**src/rtl/dmem_arbiter.sv**
```systemverilog
// dmem_arbiter: shares a single-port synchronous data memory between two requesters.
//
// Requester 0 (CPU load/store) and requester 1 (loader/DMA/debug) are arbitrated
// round-robin, one memory operation per cycle. A granted access with lock=1 gives
// its requester exclusive back-to-back access until it issues an access with
// lock=0. If the owner stays idle for LOCK_TIMEOUT cycles, the lock is dropped.
//
// Ports:
//   clk, reset            clock; synchronous active-high reset
//   mX_req/we/lock        request, write enable, keep-ownership flag (X = 0, 1)
//   mX_addr/wdata         access address (word index) and write data
//   mX_gnt                access accepted this cycle (combinational)
//   mX_rvalid/rdata       read response, one cycle after the read grant
//   mem_addr/wdata        to memory, driven from the granted requester
//   mem_write/mem_read    to memory, strobes for the granted access
//   mem_rdata             from memory, valid the cycle after mem_read
module dmem_arbiter #(
    parameter int unsigned ADDR_W       = 64,
    parameter int unsigned DATA_W       = 64,
    parameter int unsigned LOCK_TIMEOUT = 16
) (
    input  logic              clk,
    input  logic              reset,

    input  logic              m0_req,
    input  logic              m0_we,
    input  logic              m0_lock,
    input  logic [ADDR_W-1:0] m0_addr,
    input  logic [DATA_W-1:0] m0_wdata,
    output logic              m0_gnt,
    output logic              m0_rvalid,
    output logic [DATA_W-1:0] m0_rdata,

    input  logic              m1_req,
    input  logic              m1_we,
    input  logic              m1_lock,
    input  logic [ADDR_W-1:0] m1_addr,
    input  logic [DATA_W-1:0] m1_wdata,
    output logic              m1_gnt,
    output logic              m1_rvalid,
    output logic [DATA_W-1:0] m1_rdata,

    output logic [ADDR_W-1:0] mem_addr,
    output logic [DATA_W-1:0] mem_wdata,
    output logic              mem_write,
    output logic              mem_read,
    input  logic [DATA_W-1:0] mem_rdata
);

    typedef enum logic [1:0] {
        StArb   = 2'd0,
        StLock0 = 2'd1,
        StLock1 = 2'd2
    } state_e;

    // Timer value at which an idle lock is released.
    localparam logic [15:0] TimerMax = 16'(LOCK_TIMEOUT - 1);

    state_e      state_q, state_d;
    logic        last_grant_q, last_grant_d;
    logic        pend_rd_q, pend_rd_d;
    logic        pend_id_q, pend_id_d;
    logic [15:0] timer_q, timer_d;

    logic gnt0, gnt1, gnt_any, sel_lock;

    // Grant decision. Nothing is granted while reset is asserted.
    always_comb begin
        gnt0 = 1'b0;
        gnt1 = 1'b0;
        if (!reset) begin
            unique case (state_q)
                StArb: begin
                    if (m0_req && m1_req) begin
                        // Tie goes to the requester that was not granted last.
                        gnt0 = last_grant_q;
                        gnt1 = ~last_grant_q;
                    end else begin
                        gnt0 = m0_req;
                        gnt1 = m1_req;
                    end
                end
                StLock0: gnt0 = m0_req;
                StLock1: gnt1 = m1_req;
                default: ;
            endcase
        end
    end

    assign gnt_any = gnt0 | gnt1;
    assign m0_gnt  = gnt0;
    assign m1_gnt  = gnt1;

    // Memory-side mux; idle bus is all zeros.
    always_comb begin
        mem_addr  = '0;
        mem_wdata = '0;
        mem_write = 1'b0;
        mem_read  = 1'b0;
        sel_lock  = 1'b0;
        if (gnt0) begin
            mem_addr  = m0_addr;
            mem_wdata = m0_wdata;
            mem_write = m0_we;
            mem_read  = ~m0_we;
            sel_lock  = m0_lock;
        end else if (gnt1) begin
            mem_addr  = m1_addr;
            mem_wdata = m1_wdata;
            mem_write = m1_we;
            mem_read  = ~m1_we;
            sel_lock  = m1_lock;
        end
    end

    // Next-state logic.
    always_comb begin
        state_d      = state_q;
        last_grant_d = last_grant_q;
        timer_d      = timer_q;
        // Reloaded every cycle so back-to-back reads stream at one per cycle.
        pend_rd_d    = mem_read;
        pend_id_d    = gnt1;

        if (gnt_any) begin
            last_grant_d = gnt1;
        end

        unique case (state_q)
            StArb: begin
                if (gnt_any && sel_lock) begin
                    state_d = gnt1 ? StLock1 : StLock0;
                    timer_d = '0;
                end
            end
            StLock0, StLock1: begin
                if (gnt_any) begin
                    if (sel_lock) begin
                        timer_d = '0;
                    end else begin
                        state_d = StArb;
                    end
                end else if (timer_q == TimerMax) begin
                    // Owner idle too long: hand the memory back to arbitration.
                    state_d = StArb;
                    timer_d = '0;
                end else if (timer_q != 16'hFFFF) begin
                    timer_d = timer_q + 16'd1;
                end
            end
            default: begin
                state_d = StArb;
            end
        endcase
    end

    always_ff @(posedge clk) begin
        if (reset) begin
            state_q      <= StArb;
            last_grant_q <= 1'b1;
            pend_rd_q    <= 1'b0;
            pend_id_q    <= 1'b0;
            timer_q      <= '0;
        end else begin
            state_q      <= state_d;
            last_grant_q <= last_grant_d;
            pend_rd_q    <= pend_rd_d;
            pend_id_q    <= pend_id_d;
            timer_q      <= timer_d;
        end
    end

    // Read response; gated by reset so a read granted just before reset is dropped.
    assign m0_rvalid = pend_rd_q & ~pend_id_q & ~reset;
    assign m1_rvalid = pend_rd_q & pend_id_q & ~reset;
    assign m0_rdata  = m0_rvalid ? mem_rdata : '0;
    assign m1_rdata  = m1_rvalid ? mem_rdata : '0;

endmodule

```
**config.mk**
```make
export PLATFORM = sky130hd
export DESIGN_NAME = dmem_arbiter
export DESIGN_NICKNAME = d
export VERILOG_FILES = /design/src/rtl/dmem_arbiter.sv
export SDC_FILE = /design/constraint.sdc
export NUM_CORES = 1
export LEC_CHECK = 0
export BUFFER_PORTS_ARGS = -buffer_cell sky130_fd_sc_hd__buf_4
export CORE_AREA = 2 2 228 230
export CTS_CLUSTER_DIAMETER = 30
export DETAILED_ROUTE_END_ITERATION = 16
export DIE_AREA = 0 0 230 232
export PLACE_DENSITY_LB_ADDON = 0.15
export SETUP_SLACK_MARGIN = 0.5
export SKIP_LAST_GASP = 1
export SLEW_MARGIN = 20
export SYNTH_ARGS = -nofsm -noshare
export SYNTH_HDL_FRONTEND = slang
export SYNTH_SLANG_ARGS = --single-unit
export TNS_END_PERCENT = 30
```
**constraint.sdc**
```tcl
create_clock -name clk -period 2.95 [get_ports clk]
set_input_delay 0.295 -clock clk [delete_from_list [all_inputs] [get_ports clk]]
set_output_delay 0.295 -clock clk [all_outputs]
set_load 0.005 [all_outputs]
```
==> run_results.csv, run 1 <==
group,metric,value,unit
status,status,"completed",
synthesis,syn_avg_cell_area,7.457,sq um
route,ant_nets,0,
grt,grtUsageTotal,12.07,%
timing,hold_viol,0,
synthesis,yosys_warnings,0,
layout,area_growth,169.7,%
floorplan,dieArea,0.05336,sq mm
timing,tightest_slew,0.6281,ns
power,p_total,0.003159,W
floorplan,rows,83,
critical_path,criticalPathCategory,"register to primary output",
worst_hold_path,hold_class,"input port to register",
synthesis,synth_area,0.003542,sq mm
grt,grt_max_degree,66,
route,drt-wirelength-per-cell,20.61,um
clock_network,cts-root-buf,"clkbuf_16",
route,drc,0,
grt,grt.overflow.total,0,
clock_network,clockBufferDepth,2,
route,route.vias.total,6278,
synthesis,synth.top_cell.area_share,31.90,%
synthesis,synth_cell_types,44,
run,maxCapViolCount,0,
clock_network,path_clk_slew,0.06,ns
floorplan,die_x,230,um
critical_path,crit_arrival,2.23,ns
critical_path,worstSetupStartpointType,"register",
critical_path,crit_path_start,"state_q[1]",
timing,setup_tns,0,ns
placed_design,placed_cell_area,0.008767,sq mm
route,first_pass_iters,4,
synthesis,yosysSeqAreaShare,11.87,%
critical_path,worstPathRequired,2.65,ns
timing,drv_slew,0,
synthesis,synth_top_area_cell,"a22o_1",
critical_path,cp-end-kind,"primary output",
route,avgViaCountPerCell,3.604,
synthesis,synth-main-ff-cell,"dfxtp_1",
timing,rsz0062_at_grt,"true",
synthesis,async_flop_share,0,%
clock_network,cts_made_buffers,3,
route,finalWirelength,35900,um
clock_network,cts_tree,"done",
clock_network,insertion_delay,0.26,ns
placed_design,dp.cells,1710,
power,p_leak,4.675,nW
placed_design,hpwl,29440,um
layout,seqCellArea,425.4,sq um
floorplan,start_util,6.961,%
floorplan,die_h,232,um
clock_network,clkSinkCount,21,
layout,nFillCells,5837,
synthesis,yosysMostFrequentCell,"and2_1",
floorplan,ioPinCount,590,
timing,period_share,85.54,%
layout,instances_no_fill,1742,
placed_design,port_buffers,589,
power,p_per_area,330.7,mW/mm^2
synthesis,syn-num-nets,807,
timing,hold_slack,0.2625,ns
synthesis,synth_edf_count,0,
synthesis,syn_inst,475,
critical_path,path_cells,"inv_4 -> ha_4 -> nor2_2 -> or3_4 -> and2_4 -> buf_12 -> buf_12 -> buf_16 -> a22o_4 -> buf_6",
critical_path,cp_common_cell,"buf_12",
layout,layout.nets,1393,
timing,fin_crit,2.524,ns
grt,grt_pass1_wl,46510,um
layout,multiInputGateArea,0.003048,sq mm
critical_path,cpPeakStageDelay,0.37,ns
synthesis,synth_commonest_cells,"and2_1, a22o_1, buf_2",
synthesis,synth-seq-cells,21,
floorplan,core,0.05089,sq mm
clock_network,htreeDepth,1,
grt,grt_pass1_vias,6217,
grt,antenna_found_initial,6,
route,drt_iter0_markers,242,
timing,fmax,0.3963,GHz
worst_hold_path,worstHoldStart,"m1_we",
timing,relSlewSlack,58.12,%
synthesis,synth.area.top_cells,"a22o_1, and2_1, dfxtp_1",
layout,drive_gt1_share,63.77,%
power,ir_worst_vdd,148.4,uV
critical_path,path_max_fanout,7,
timing,finClkSkew,0.0008206,ns
critical_path,timing.rr.start,"state_q[0]",
critical_path,crit_slowest_cell,"or3_4",
layout,fin_area,0.009554,sq mm
critical_path,reg2reg_slack,0.58,ns
timing,finalSetupViolations,0,
placed_design,gp_congestion,0.8052,
## cell usage in the layout, fill, tap and decap left out, types with 9 or more instances in the layout
cell type	count
nand2_1	12
nand3_1	12
dfxtp_1	19
buf_4	597
a22o_4	12
nor2_1	9
and2_1	129
a21oi_1	9
buf_6	17
a22o_1	116
## sequential cells by signal, summed over array words and instances (netlist names)
name / count
last_grant_q: 1
pend_rd_q: 1
timer_q: 16
pend_id_q: 1
state_q: 2
## cell families after synthesis
logic type               Yosys count  synth area share [%]
AO/OA/AOI/OAI                    182                 42.92
adder cells (fa/ha/maj)            4                 1.413
buffers and inverters             61                 8.054
AND/OR/NAND/NOR                  203                 34.58
multiplexers                       4                 1.166
flip-flops                        21                 11.87
## area by class of cell
class / count / share of cell area [%]
Inverter: 7 / 0.6024
Antenna cell: 2 / 0.05238
Multi-Input combinational cell: 396 / 31.90
Sequential cell: 21 / 4.453
Clock buffer: 4 / 0.8250
Tap cell: 680 / 8.905
Timing Repair Buffer: 632 / 53.26
## critical path, delay by kind of cell (launching register included)
kind,cells,cell delay [ns]
adder cells (fa/ha/maj),1,0.14
buffers and inverters,5,0.63
AND/OR/NAND/NOR,3,0.57
AO/OA/AOI/OAI,1,0.25
flip-flops,1,0.36
## power breakdown
part           internal [W]  switching [W]  leakage, nW  total, W
logic               0.00139        0.00114         4.47   0.00254
clock network      0.000185       0.000112       0.0382  0.000297
registers          0.000306      0.0000216        0.171  0.000327
total               0.00188        0.00128         4.67   0.00316
## per-stage QoR
step / worst slack, ns / util (%)
final: 0.4264 / 18.78
after detailed placement: 0.2617 / 17.23
after global placement: 0.2745 / 17.23
after floorplan: 0.7555 / -
after global routing: 0.3862 / 18.78
after CTS: 0.3912 / 18.43
## what timing repair did
| action | in CTS | in global routing |
|---|---|---|
| cloned | 7 | 2 |
| setup buffers | 14 | 3 |
| pin swaps | 9 | 13 |
| hold buffers | 0 | 0 |
| endpoints found under the setup margin | 138 | 137 |
| gates resized for setup | 58 | 22 |
## metal layers
metal  share of wire (%)  global-route usage, %  up-vias
met5                0.11                      0        -
met2                  50                  21.36      374
met3                 9.0                  3.708       23
met4                 1.2                  1.875        8
li1                    -                      -     2982
met1                  40                  14.53     2891
## final timing paths
kind                               endpoint  cells after the start
worst min register to register   timer_q[6]                      1
worst max register to register   timer_q[1]                     11
worst min-delay path              pend_rd_q                      2
worst max-delay path            mem_addr[6]                     10
(Power assumes the default switching activity.)
==> inputs of run 2 (changes only) <==
--- a/config.mk
+++ b/config.mk
@@ -6,10 +6,10 @@
 export NUM_CORES = 1
 export LEC_CHECK = 0
 export BUFFER_PORTS_ARGS = -buffer_cell sky130_fd_sc_hd__buf_4
-export CORE_AREA = 2 2 228 230
+export CORE_AREA = 2 2 227 229
 export CTS_CLUSTER_DIAMETER = 30
 export DETAILED_ROUTE_END_ITERATION = 16
-export DIE_AREA = 0 0 230 232
+export DIE_AREA = 0 0 229 231
 export PLACE_DENSITY_LB_ADDON = 0.15
 export SETUP_SLACK_MARGIN = 0.5
 export SKIP_LAST_GASP = 1
==> constraint.sdc (replaced) <==
create_clock -name clk -period 3 [get_ports clk]
set_input_delay 0.3 -clock clk [delete_from_list [all_inputs] [get_ports clk]]
set_output_delay 0.3 -clock clk [all_outputs]
set_load 0.005 [all_outputs]
==> run_results.csv, run 2 (same netlist as run 1, synthesis figures left out) <==
group,metric,value,unit
status,status,"completed",
grt,antenna_found_initial,12,
power,pwr-share-seq,10.8,%
clock_network,cts-root-buf,"clkbuf_16",
clock_network,clkSinkCount,21,
route,drt-wirelength-per-cell,20.35,um
timing,rsz0062_at_grt,"true",
timing,setup_ws,0.5136,ns
clock_network,htreeDepth,1,
power,intPower,0.001781,W
layout,drive_gt1_share,62.68,%
route,first_pass_iters,5,
timing,fmax,0.4022,GHz
clock_network,clockBufferDepth,2,
route,finalWirelength,35290,um
layout,fin_area,0.009235,sq mm
power,power.switching,0.001191,W
critical_path,worstPathRequired,2.70,ns
worst_hold_path,hold_class,"input port to register",
layout,nFillCells,5801,
power,combPwrFrac,79.1,%
grt,grt_max_degree,66,
route,route.vias.total,6323,
power,switching_share,40.06,%
floorplan,rows,83,
critical_path,path_max_fanout,14,
floorplan,start_util,6.989,%
power,p_leak,4.548,nW
critical_path,worstSetupStartpointType,"register",
placed_design,dp_slack,0.2437,ns
power,pwr-share-clk,10.1,%
route,drc,0,
layout,area_growth,160.7,%
power,p_total,0.002972,W
layout,regMostFlops,"timer_q",
critical_path,crit_arrival,2.19,ns
placed_design,placed_cell_area,0.008805,sq mm
floorplan,core,0.05068,sq mm
run,maxCapViolCount,0,
power,p_per_area,321.8,mW/mm^2
critical_path,cp-end-kind,"primary output",
timing,hold_viol,0,
timing,period_share,82.88,%
layout,post-route-util,18.22,%
critical_path,criticalPathCategory,"register to primary output",
route,drt_iter0_markers,235,
grt,grt_pass1_vias,6259,
timing,tightest_slew,0.5701,ns
layout,final_common_cell,"buf_4",
placed_design,gp_congestion,0.8007,
clock_network,insertion_delay,0.26,ns
layout,most-common-layout-cells,"buf_4, and2_1, a22o_1, dfxtp_1",
grt,grtUsageTotal,12.14,%
timing,drv_slew,0,
clock_network,cts_tree,"done",
placed_design,port_buffers,589,
timing,fin_crit,2.486,ns
floorplan,ioPinCount,590,
timing,relSlewSlack,61.99,%
power,ir_worst_vdd,196.3,uV
timing,setup_tns,0,ns
layout,top_regs,"timer_q: 16 flops, state_q: 2 flops",
floorplan,dieArea,0.05290,sq mm
route,avgViaCountPerCell,3.646,
layout,largest_register_ff_count,16,
layout,layout.nets,1386,
clock_network,cts_made_buffers,3,
timing,finClkSkew,0.005701,ns
clock_network,path_clk_slew,0.06,ns
grt,grt.overflow.total,0,
grt,grt_pass1_wl,46160,um
floorplan,die_x,229,um
clock_network,cts_hold_buf,0,
placed_design,hpwl,29960,um
floorplan,die_h,231,um
timing,finalSetupViolations,0,
route,ant_nets,0,
-- run 2: cell count changes in the layout (fill, tap and decap cells not counted), moves of 3 or more --
| cell | change |
|---|---|
| buf_6 | -13 |
| a22o_2 | +3 |
| a22o_1 | +6 |
| buf_4 | +13 |
| buf_16 | -7 |
| a22o_4 | -9 |
-- run 2: worst paths after layout --
path,startpoint,cells past startpoint,slack (ns),end
max,state_q[0],9,0.51,mem_wdata[32]
min,m1_we,2,0.25,pend_rd_q
max reg2reg,state_q[0],10,0.63,timer_q[13]
min reg2reg,state_q[1],2,0.50,state_q[1]
-- run 2: power by group through the flow --
stage	clock network (W)	registers, W	logic, W
detailed placement	0	0.000317	0.00217
finish	0.000300	0.000322	0.00235
floorplan	0	0.000313	0.000896
CTS	0.000307	0.000317	0.00232
global placement	0	0.000318	0.00218
global route	0.000317	0.000327	0.00251
-- run 2: area by class of cell --
| type | instances | area (sq um) | area share (%) |
|---|---|---|---|
| multi-input cells | 394 | 2925 | 31.68 |
| well taps | 680 | 850.8 | 9.213 |
| inverters | 7 | 36.28 | 0.3929 |
| clock buffers | 3 | 75.07 | 0.8129 |
| clock inverters | 1 | 5.005 | 0.05419 |
| flip-flops and latches | 21 | 425.4 | 4.606 |
| diodes | 1 | 2.502 | 0.02710 |
| repair buffers | 627 | 4915 | 53.22 |
-- run 2: per-stage QoR --
stage / hold WS [ns] / cells
final: 0.2464 / 1734
after global routing: 0.2719 / 1733
after CTS: 0.2540 / 1726
after detailed placement: 0.4933 / 1710
after global placement: 0.4957 / 1710
after floorplan: 0.3943 / 475
-- run 2: layer usage --
metal	global-route usage [%]	share of wire [%]
met5	0	0.27
met4	2.151	1.5
met3	4.039	9.4
met2	22.95	52
met1	13.17	37
-- run 2: repair_timing --
action | 4_1_cts | 5_1_grt
cloned | 2 | 2
endpoints found under the setup margin | 129 | 116
buffers inserted | 10 | 5
pin swaps | 4 | 3
resized for setup | 25 | 10
-- run 2: worst max-delay path, stage by stage (launching register included) --
cell and delay [ns]:
dfxtp_4 0.36, inv_4 0.07, ha_4 0.14, nor2_2 0.04, or3_4 0.40, and2_4 0.22
buf_12 0.16, buf_16 0.15, a22o_4 0.22, buf_4 0.14
